### src/rtl/adrv9001_pkg.sv
// Shared definitions for the ADRV9001 RX strobe alignment logic.
//   align_state_t : controller FSM encoding (also driven out on the state port)
//   PAT_1_15/PAT_8_8 : strobe patterns for the two strobe formats
//   CNT_W/ERR_W   : lock/miss counter width and error counter width
package adrv9001_pkg;

   typedef enum logic [1:0] {
      ST_IDLE   = 2'd0,
      ST_SEARCH = 2'd1,
      ST_VERIFY = 2'd2,
      ST_LOCKED = 2'd3
   } align_state_t;

   localparam logic [15:0] PAT_1_15 = 16'h8000;
   localparam logic [15:0] PAT_8_8  = 16'hFF00;

   localparam int CNT_W = 8;
   localparam int ERR_W = 16;

   function automatic logic [15:0] strb_pattern(input logic mode);
      return mode ? PAT_8_8 : PAT_1_15;
   endfunction

endpackage

### src/rtl/adrv9001_strb_phase_detect.sv
// Combinational strobe phase search.
//   prev  : previous valid strobe word (older half of the window)
//   cur   : current strobe word
//   mode  : 0 = 1-on/15-off, 1 = 8-on/8-off
//   p     : lowest bit offset at which the pattern appears in {prev, cur}
//   match : pattern found at some offset 0..15
module adrv9001_strb_phase_detect
   import adrv9001_pkg::*;
(
   input  logic [15:0] prev,
   input  logic [15:0] cur,
   input  logic        mode,
   output logic [3:0]  p,
   output logic        match
);

   logic [31:0] w;
   logic [15:0] pat;

   assign w   = {prev, cur};
   assign pat = strb_pattern(mode);

   // Scan from high offset down so the lowest matching offset wins.
   always_comb begin
      p     = '0;
      match = 1'b0;
      for (int i = 15; i >= 0; i--) begin
         if (w[31-i -: 16] == pat) begin
            p     = 4'(i);
            match = 1'b1;
         end
      end
   end

endmodule

### src/rtl/adrv9001_rx_align_ctrl.sv
// ADRV9001 RX strobe alignment controller.
// Searches the strobe stream for the framing pattern, verifies it over
// LOCK_CNT consecutive words, then holds lock until UNLOCK_CNT consecutive
// misses.
//   clk, rstn  : clock, asynchronous active-low reset
//   enable     : 1 = run alignment, 0 = force IDLE (phase held)
//   mode       : strobe format select
//   strb_in    : strobe word, MSB first in time; valid_in qualifies it
//   clr        : pulse, clears err_cnt and lock_lost
//   phase      : bit offset for the aligner datapath (updates only on lock)
//   locked     : 1 while LOCKED
//   lock_lost  : sticky, set on every LOCKED->SEARCH exit
//   err_cnt    : saturating count of bad words seen while LOCKED
//   state      : FSM state
module adrv9001_rx_align_ctrl
   import adrv9001_pkg::*;
#(
   parameter int LOCK_CNT   = 8,
   parameter int UNLOCK_CNT = 4
)(
   input  logic        clk,
   input  logic        rstn,
   input  logic        enable,
   input  logic        mode,
   input  logic [15:0] strb_in,
   input  logic        valid_in,
   input  logic        clr,
   output logic [3:0]  phase,
   output logic        locked,
   output logic        lock_lost,
   output logic [15:0] err_cnt,
   output logic [1:0]  state
);

   localparam logic [CNT_W-1:0] LOCK_N   = CNT_W'(LOCK_CNT);
   localparam logic [CNT_W-1:0] UNLOCK_N = CNT_W'(UNLOCK_CNT);

   align_state_t     st;
   logic [15:0]      prev;
   logic             prev_ok;
   logic [CNT_W-1:0] mcnt;
   logic [CNT_W-1:0] miss;
   logic [3:0]       cand;
   logic [3:0]       p;
   logic             match;
   logic             eval;
   logic             hit_lock;
   logic             err_inc;
   logic             lost_set;

   adrv9001_strb_phase_detect u_det (
      .prev  (prev),
      .cur   (strb_in),
      .mode  (mode),
      .p     (p),
      .match (match)
   );

   assign state    = st;
   assign eval     = valid_in & prev_ok & enable;
   assign hit_lock = match & (p == phase);

   always_comb begin
      err_inc  = 1'b0;
      lost_set = 1'b0;
      if (st == ST_LOCKED && eval && !hit_lock) begin
         err_inc  = 1'b1;
         lost_set = (miss == UNLOCK_N - 1'b1);
      end
   end

   // The window needs one earlier word; the first valid word after IDLE only primes prev.
   always_ff @(posedge clk or negedge rstn) begin
      if (!rstn) begin
         prev    <= '0;
         prev_ok <= 1'b0;
      end else begin
         if (valid_in) prev <= strb_in;
         if (!enable || st == ST_IDLE) prev_ok <= 1'b0;
         else if (valid_in)            prev_ok <= 1'b1;
      end
   end

   always_ff @(posedge clk or negedge rstn) begin
      if (!rstn) begin
         st     <= ST_IDLE;
         phase  <= '0;
         locked <= 1'b0;
         cand   <= '0;
         mcnt   <= '0;
         miss   <= '0;
      end else if (!enable) begin
         st     <= ST_IDLE;
         locked <= 1'b0;
         mcnt   <= '0;
         miss   <= '0;
      end else begin
         case (st)
            ST_IDLE: st <= ST_SEARCH;
            ST_SEARCH: begin
               if (eval && match) begin
                  cand <= p;
                  if (LOCK_N == 8'd1) begin
                     st     <= ST_LOCKED;
                     phase  <= p;
                     locked <= 1'b1;
                     miss   <= '0;
                  end else begin
                     st   <= ST_VERIFY;
                     mcnt <= 8'd1;
                  end
               end
            end
            ST_VERIFY: begin
               if (eval) begin
                  if (match && p == cand) begin
                     if (mcnt + 1'b1 == LOCK_N) begin
                        st     <= ST_LOCKED;
                        phase  <= cand;
                        locked <= 1'b1;
                        mcnt   <= '0;
                        miss   <= '0;
                     end else begin
                        mcnt <= mcnt + 1'b1;
                     end
                  end else begin
                     st   <= ST_SEARCH;
                     mcnt <= '0;
                  end
               end
            end
            ST_LOCKED: begin
               if (eval) begin
                  if (hit_lock) begin
                     miss <= '0;
                  end else if (lost_set) begin
                     st     <= ST_SEARCH;
                     locked <= 1'b0;
                     miss   <= '0;
                  end else begin
                     miss <= miss + 1'b1;
                  end
               end
            end
            default: st <= ST_IDLE;
         endcase
      end
   end

   // clr wins over an increment; a lock-loss event wins over clr.
   always_ff @(posedge clk or negedge rstn) begin
      if (!rstn) begin
         err_cnt   <= '0;
         lock_lost <= 1'b0;
      end else begin
         if (clr)                             err_cnt <= '0;
         else if (err_inc && err_cnt != '1)   err_cnt <= err_cnt + 1'b1;
         if (lost_set)  lock_lost <= 1'b1;
         else if (clr)  lock_lost <= 1'b0;
      end
   end

endmodule

### config.mk
export PLATFORM = sky130hd
export DESIGN_NAME = adrv9001_rx_align_ctrl
export DESIGN_NICKNAME = d
export VERILOG_FILES = /design/src/rtl/adrv9001_pkg.sv /design/src/rtl/adrv9001_strb_phase_detect.sv /design/src/rtl/adrv9001_rx_align_ctrl.sv
export SDC_FILE = /design/constraint.sdc
export NUM_CORES = 1
export LEC_CHECK = 0
export BUFFER_PORTS_ARGS = -buffer_cell sky130_fd_sc_hd__buf_2
export CORE_ASPECT_RATIO = 1.1
export CORE_MARGIN = 2
export CORE_UTILIZATION = 45
export CTS_CLUSTER_SIZE = 40
export DETAILED_ROUTE_END_ITERATION = 8
export MAX_ROUTING_LAYER = met4
export SYNTH_ARGS = -nofsm -noshare
export SYNTH_HDL_FRONTEND = slang
export SYNTH_SLANG_ARGS = --single-unit
### constraint.sdc
create_clock -name clk -period 4.35 [get_ports clk]
set_input_delay 0.2175 -clock clk [delete_from_list [all_inputs] [get_ports clk]]
set_output_delay 0.2175 -clock clk [all_outputs]
set_load 0.02 [all_outputs]
### Word-level counts from Yosys, hierarchy flattened

Cells that the tools add are included.

* add/subtract/negate cells: 3
* equality and inequality tests: 34
* muxes and demuxes: 72
* bitwise operators: 3
* reductions and logical operators: 18

Operator list (count)
* 16-bit equality test: 16
* 8-bit 2-to-1 mux: 12
* 4-bit 2-to-1 mux: 16
* 16-bit 2-to-1 mux: 2
* 8-bit one-hot mux with 2 select lines: 2
* 1-bit 2-to-1 mux: 29
* 3-bit inequality test, second input constant: 7
* 16-bit by 1-bit adder with 16-bit output, second input constant: 1
* 8-bit by 1-bit adder with 8-bit output, second input constant: 2
* 2-bit 2-to-1 mux: 8
* 16-bit inequality test, second input constant: 1
* 15-bit 2-to-1 mux: 1
* 5-bit AND reduction: 2
* 4-bit equality test: 2
* 8-bit by 2-bit equality test with 1-bit output, second input constant: 1
* 8-bit by 4-bit equality test with 1-bit output, second input constant: 1
* 2-bit one-hot mux with 4 select lines: 1
* 7-bit AND reduction: 1
* 3-bit by 1-bit inequality test with 1-bit output, second input constant: 2
* 3-bit AND reduction: 2
* 6-bit AND reduction: 1
* 2-bit nonzero test: 3
* 1-bit logical AND: 5
* 2-bit equality test, second input constant: 2
* other kinds (7): 10

* register bits: 61
* input port bits: 22
* output and inout bits: 24

### Longest topological paths before layout

* word-level depth: 28
* mapped depth: 13

### By module

A second synthesis with hierarchy kept.

* cells, all modules: 454
* area total of the unflattened synthesis: 4067.7 um^2

Modules (own cells, without submodules)
* adrv9001_rx_align_ctrl: instances 1, cells an instance 317, area an instance 3183.1 um^2, sequential area each 1526.5 um^2
* adrv9001_strb_phase_detect: instances 1, cells an instance 137, area an instance 884.6 um^2, sequential area each 0.0 um^2

### Worst setup path after synthesis

No wires, ideal clock.

* path type: register to register
* start point: reg prev[8]
* end point: reg miss[7]
* setup time: 95 ps
* arrival time: 3087 ps
* path slack: 1168 ps
* cell stages (with the launch flop): 12
* path buffers: 1
* clock period less this slack: 3182 ps
* cell sequence: dfrtp_1 > or4_1 > mux2_2 > nor2_1 > a31oi_1 > o2111ai_1 > xor2_1 > nor4_4 > a31oi_1 > or3_1 > clkbuf_1 > o31ai_1

* longest elaborated chain between the ends: 19
* elaborated cells between the ends (all ways): 38
* those cells by class: 11 x eq/ne; 22 x mux; 1 x bitwise; 4 x reduce/logical

Ends and longest elaborated chain
* start: declaration: RTL line adrv9001_rx_align_ctrl.sv:39 `logic [15:0] prev;`
* start signal: assignment: RTL line adrv9001_rx_align_ctrl.sv:78 `if (valid_in) prev <= strb_in;`
* 16-bit equality test: RTL line adrv9001_strb_phase_detect.sv:28 `if (w[31-i -: 16] == pat) begin`
* 4-bit 2-to-1 mux (8 in a row): RTL line adrv9001_strb_phase_detect.sv:28
* 4-bit equality test: RTL line adrv9001_rx_align_ctrl.sv:61 `assign hit_lock = match & (p == phase);`
* 1-bit bitwise AND: RTL line adrv9001_rx_align_ctrl.sv:61
* 1-bit logical NOT: RTL line adrv9001_rx_align_ctrl.sv:66 `if (st == ST_LOCKED && eval && !hit_lock) begin`
* 1-bit logical AND: RTL line adrv9001_rx_align_ctrl.sv:66
* 1-bit 2-to-1 mux: RTL line adrv9001_rx_align_ctrl.sv:66
* 8-bit 2-to-1 mux: RTL line adrv9001_rx_align_ctrl.sv:136 `end else if (lost_set) begin`
* 8-bit 2-to-1 mux: RTL line adrv9001_rx_align_ctrl.sv:134 `if (hit_lock) begin`
* 8-bit 2-to-1 mux: RTL line adrv9001_rx_align_ctrl.sv:133 `if (eval) begin`
* 8-bit one-hot mux with 2 select lines: RTL line adrv9001_rx_align_ctrl.sv:98 `case (st)`
* 8-bit 2-to-1 mux: RTL line adrv9001_rx_align_ctrl.sv:92 `end else if (!enable) begin`
* end signal: assignment: RTL line adrv9001_rx_align_ctrl.sv:141 `miss <= miss + 1'b1;`
* end: declaration: RTL line adrv9001_rx_align_ctrl.sv:42 `logic [CNT_W-1:0] miss;`

Parallel ways exist; a longest one is shown, timed or not. The select of a mux whose other input is x is not followed.
A chain may end at the register's enable or synchronous reset.

### Worst setup path after layout

* start point: reg prev[8]
* end point: reg mcnt[7]

* longest elaborated chain between the ends: 15
* elaborated cells between the ends (all ways): 33
* those cells by class: 10 x eq/ne; 20 x mux; 3 x reduce/logical

Ends and longest elaborated chain
* 16-bit equality test: RTL line adrv9001_strb_phase_detect.sv:28
* 4-bit 2-to-1 mux (8 in a row): RTL line adrv9001_strb_phase_detect.sv:28
* 4-bit equality test: RTL line adrv9001_rx_align_ctrl.sv:116 `if (match && p == cand) begin`
* 1-bit logical AND: RTL line adrv9001_rx_align_ctrl.sv:116
* 8-bit 2-to-1 mux: RTL line adrv9001_rx_align_ctrl.sv:116
* 8-bit 2-to-1 mux: RTL line adrv9001_rx_align_ctrl.sv:115 `if (eval) begin`
* 8-bit one-hot mux with 2 select lines: RTL line adrv9001_rx_align_ctrl.sv:98
* 8-bit 2-to-1 mux: RTL line adrv9001_rx_align_ctrl.sv:92
* end signal: assignment: RTL line adrv9001_rx_align_ctrl.sv:124 `mcnt <= mcnt + 1'b1;`
* end: declaration: RTL line adrv9001_rx_align_ctrl.sv:41 `logic [CNT_W-1:0] mcnt;`

Parallel ways exist; a longest one is shown, timed or not. The select of a mux whose other input is x is not followed.

==> impl_results.md <==
- WL/cell: 15.6 um
- Synth cell types: 54
- Syn nets: 453
- I/O Buffers: 45
- Setup TNS: 0 ps
- CTS sink count: 61
- Final Cell Area: 4430 um^2
- Die ar.: 9500 um^2
- Top_reg_cell synth: dfrtp_1
- Cells after Synth: 424
- Vias per cell: 5.77
- 1st-pass router iterations: 5
- CTS root buffer: clkbuf_8
- Number of DRC markers in iteration 0: 123
- Post-DP Area: 4240 um^2
- Max-Slew Margin vs Limit: 44.6%
- Main area contributors after synthesis: dfrtp_1, mux2_2, xnor2_1
- Setup bufs post-CTS: 0
- Largest net degree at the start of global routing: 42
- Startpoint types: flip-flop
- Initial antenna violation count: 0
- Final number of setup-violating endpoints: 0
- Placed Cells: 564
- Starting Density: 46.5%
- Fill count: 798
- Critical path arrival: 3820 ps
- ANT cells: 0
- Worst Setup End Kind: flip-flop
- Longest Clk Path Bufs: 2
- First-pass GRT wire length: 15300 um
- Status: finished clean
- Final Util: 52.4%
- Worst slew pin tran: 824 ps
- Max_cap viols: 0
- # resized after CTS: 0
- #FFs+latches synth: 61
- Fraction of layout cells with a size suffix above 1: 21.9%
- DIE HEIGHT: 102 um
- Synthesized area per cell: 9.27 um^2
- WL final: 9080 um
- Total power: 1.32 mW
- Leak: 1.88 nW
- Layout Skew: 10.0 ps
- Num CTS Buffers: 9
- Core area: 8450 um^2
- FMAX: 281 MHz
- Fraction of registers with async set/reset: 100%
- Post-Syn Area: 3930 um^2
- Area leader, netlist: dfrtp_1
- Final Max Tran Viols: 0
- Die width: 93.1 um
- RePlAce Congestion: 0.897
- Hold Crit Class: primary input to flip-flop
- Drc violations: 0
- NumNets Final: 494
- DRT antenna net count: 0
- Total global routing overflow: 0
- Gr usage total: 20.8%
- Placed wire-length estimate: 6460 um
- Total number of vias: 3354
- I/O pins: 46
- Share of the synthesized area in the top cell type: 38.9%
- CTS tree: built
- Synth-to-layout area growth: 12.8%
- Vias in the first global route: 3165
- Ratio of final minimum period to clock period: 81.8%
- Max VDD drop: 0.152 mV
- RSZ-0062 raised after global routing: false
- Worst hold slack: 107 ps
- Clock slew at reported path FFs: 70 ps
- Clock latency on the worst-skew pair: 340 ps
- EDFF count, synth: 0
- Non-Filler Instances: 581
- Pwr/cell area: 298 nW/um^2
- Setup CP Type: flip-flop to flip-flop
- DP Worst Slack: 827 ps
- Post-layout min period: 3560 ps
- Fin. Hold Viols: 0
- Synth Warn #: 0
- Sequential area share after synthesis: 38.9%
- Critical path required time: 4610 ps
- H-Tree Depth: 3
- Row count: 35
- Crit path max fanout: 8
- Final worst slack: 793 ps
## synth_stat cells, types with 4 or more instances
library cell and n:
or4_1 5, nor3b_1 7, and3_1 17, mux2i_1 5
xor2_1 6, buf_2 4, nand3_1 29, dfrtp_1 61
xnor2_1 25, o21ai_0 17, or3_1 5, clkbuf_1 12
nand4_1 6, inv_1 10, ha_1 7, nor4_1 5
and2_1 5, nor4b_1 4, mux2_2 25, nor2_1 39
nand2b_1 6, o31ai_1 11, a21oi_1 5, nor3_1 31
nand2_1 24
## final timing paths
kind	from	to	slack (ps)	cells after the start
worst max-delay path	prev[8]	mcnt[7]	790	10
worst min-delay path	strb_in[0]	prev[0]	110	2
worst max register to register	prev[8]	mcnt[7]	790	10
worst min register to register	miss[7]	miss[7]	510	1
max in group asynchronous	rstn	prev[15]	3060	3
min in group asynchronous	rstn	err_cnt[9]	370	2
## routing by layer
metal	routed length, um	up-vias	share of wire, %	track usage [%]
met5	0	-	0	-
met3	464	14	5.1	4.28
met4	139	0	1.5	7.69
met1	4230	1611	47	27.3
met2	4250	85	47	32.0
li1	-	1644	-	-
## layout make-up
cell class	instances	area [um^2]	share of cell area, %
clock buffers	12	155	3.50
clock inverters	4	22.5	0.508
inverters	10	37.5	0.847
multi-input cells	333	2290	51.6
flip-flops and latches	61	1530	34.4
well taps	111	139	3.13
repair buffers	50	265	5.99
## registers in the layout (all words and copies together) (netlist names)
signal     cells
locked         1
phase          4
prev          16
lock_lost      1
prev_ok        1
err_cnt       16
cand           4
miss           8
mcnt           8
state          2
## layout by cell type, fill, tap and decap left out, types with 5 or more instances in the layout
cell type | Yosys | layout
mux2i_1 | 5 | 5
nor3b_1 | 7 | 7
ha_1 | 7 | 7
mux2_2 | 25 | 25
xor2_1 | 6 | 6
buf_2 | 4 | 45
o31ai_1 | 11 | 11
xnor2_1 | 25 | 25
inv_1 | 10 | 10
or3_1 | 5 | 5
a21oi_1 | 5 | 5
and3_1 | 17 | 17
clkbuf_8 | 0 | 11
or4_1 | 5 | 5
dfrtp_1 | 61 | 61
nand3_1 | 29 | 29
nor2_1 | 39 | 39
and2_1 | 5 | 5
nor4_1 | 5 | 5
nor3_1 | 31 | 31
nand4_1 | 6 | 6
nand2b_1 | 6 | 6
nand2_1 | 24 | 24
o21ai_0 | 17 | 17
## critical path, cell delays in order (launching register included)
cell,delay (ps)
dfrtp_1,450
or4_1,570
mux2_2,320
nor2_1,100
a31oi_1,90
o2111ai_1,350
xor2_1,170
nor4_4,460
nand3_1,300
or4_1,570
o211ai_1,100
## where the power goes
group / total (mW) / internal (mW) / switching, mW
registers: 0.630 / 0.593 / 0.0367
clock network: 0.465 / 0.235 / 0.230
logic: 0.224 / 0.0935 / 0.130
## what timing repair did
action	4_1_cts	5_1_grt
setup endpoints to repair	0	0
hold buffers	1	0
endpoints found under the hold margin	20	0
## cell families after synthesis
| family | count (synthesis) | synth area share [%] |
|---|---|---|
| xor+xnor | 31 | 6.91 |
| simple gates | 197 | 27.4 |
| mux | 30 | 8.44 |
| compound gates | 68 | 13.0 |
| fa+ha+maj | 7 | 2.23 |
| buf+inv | 30 | 3.18 |
| flops | 61 | 38.9 |
(Power assumes the default switching activity.)
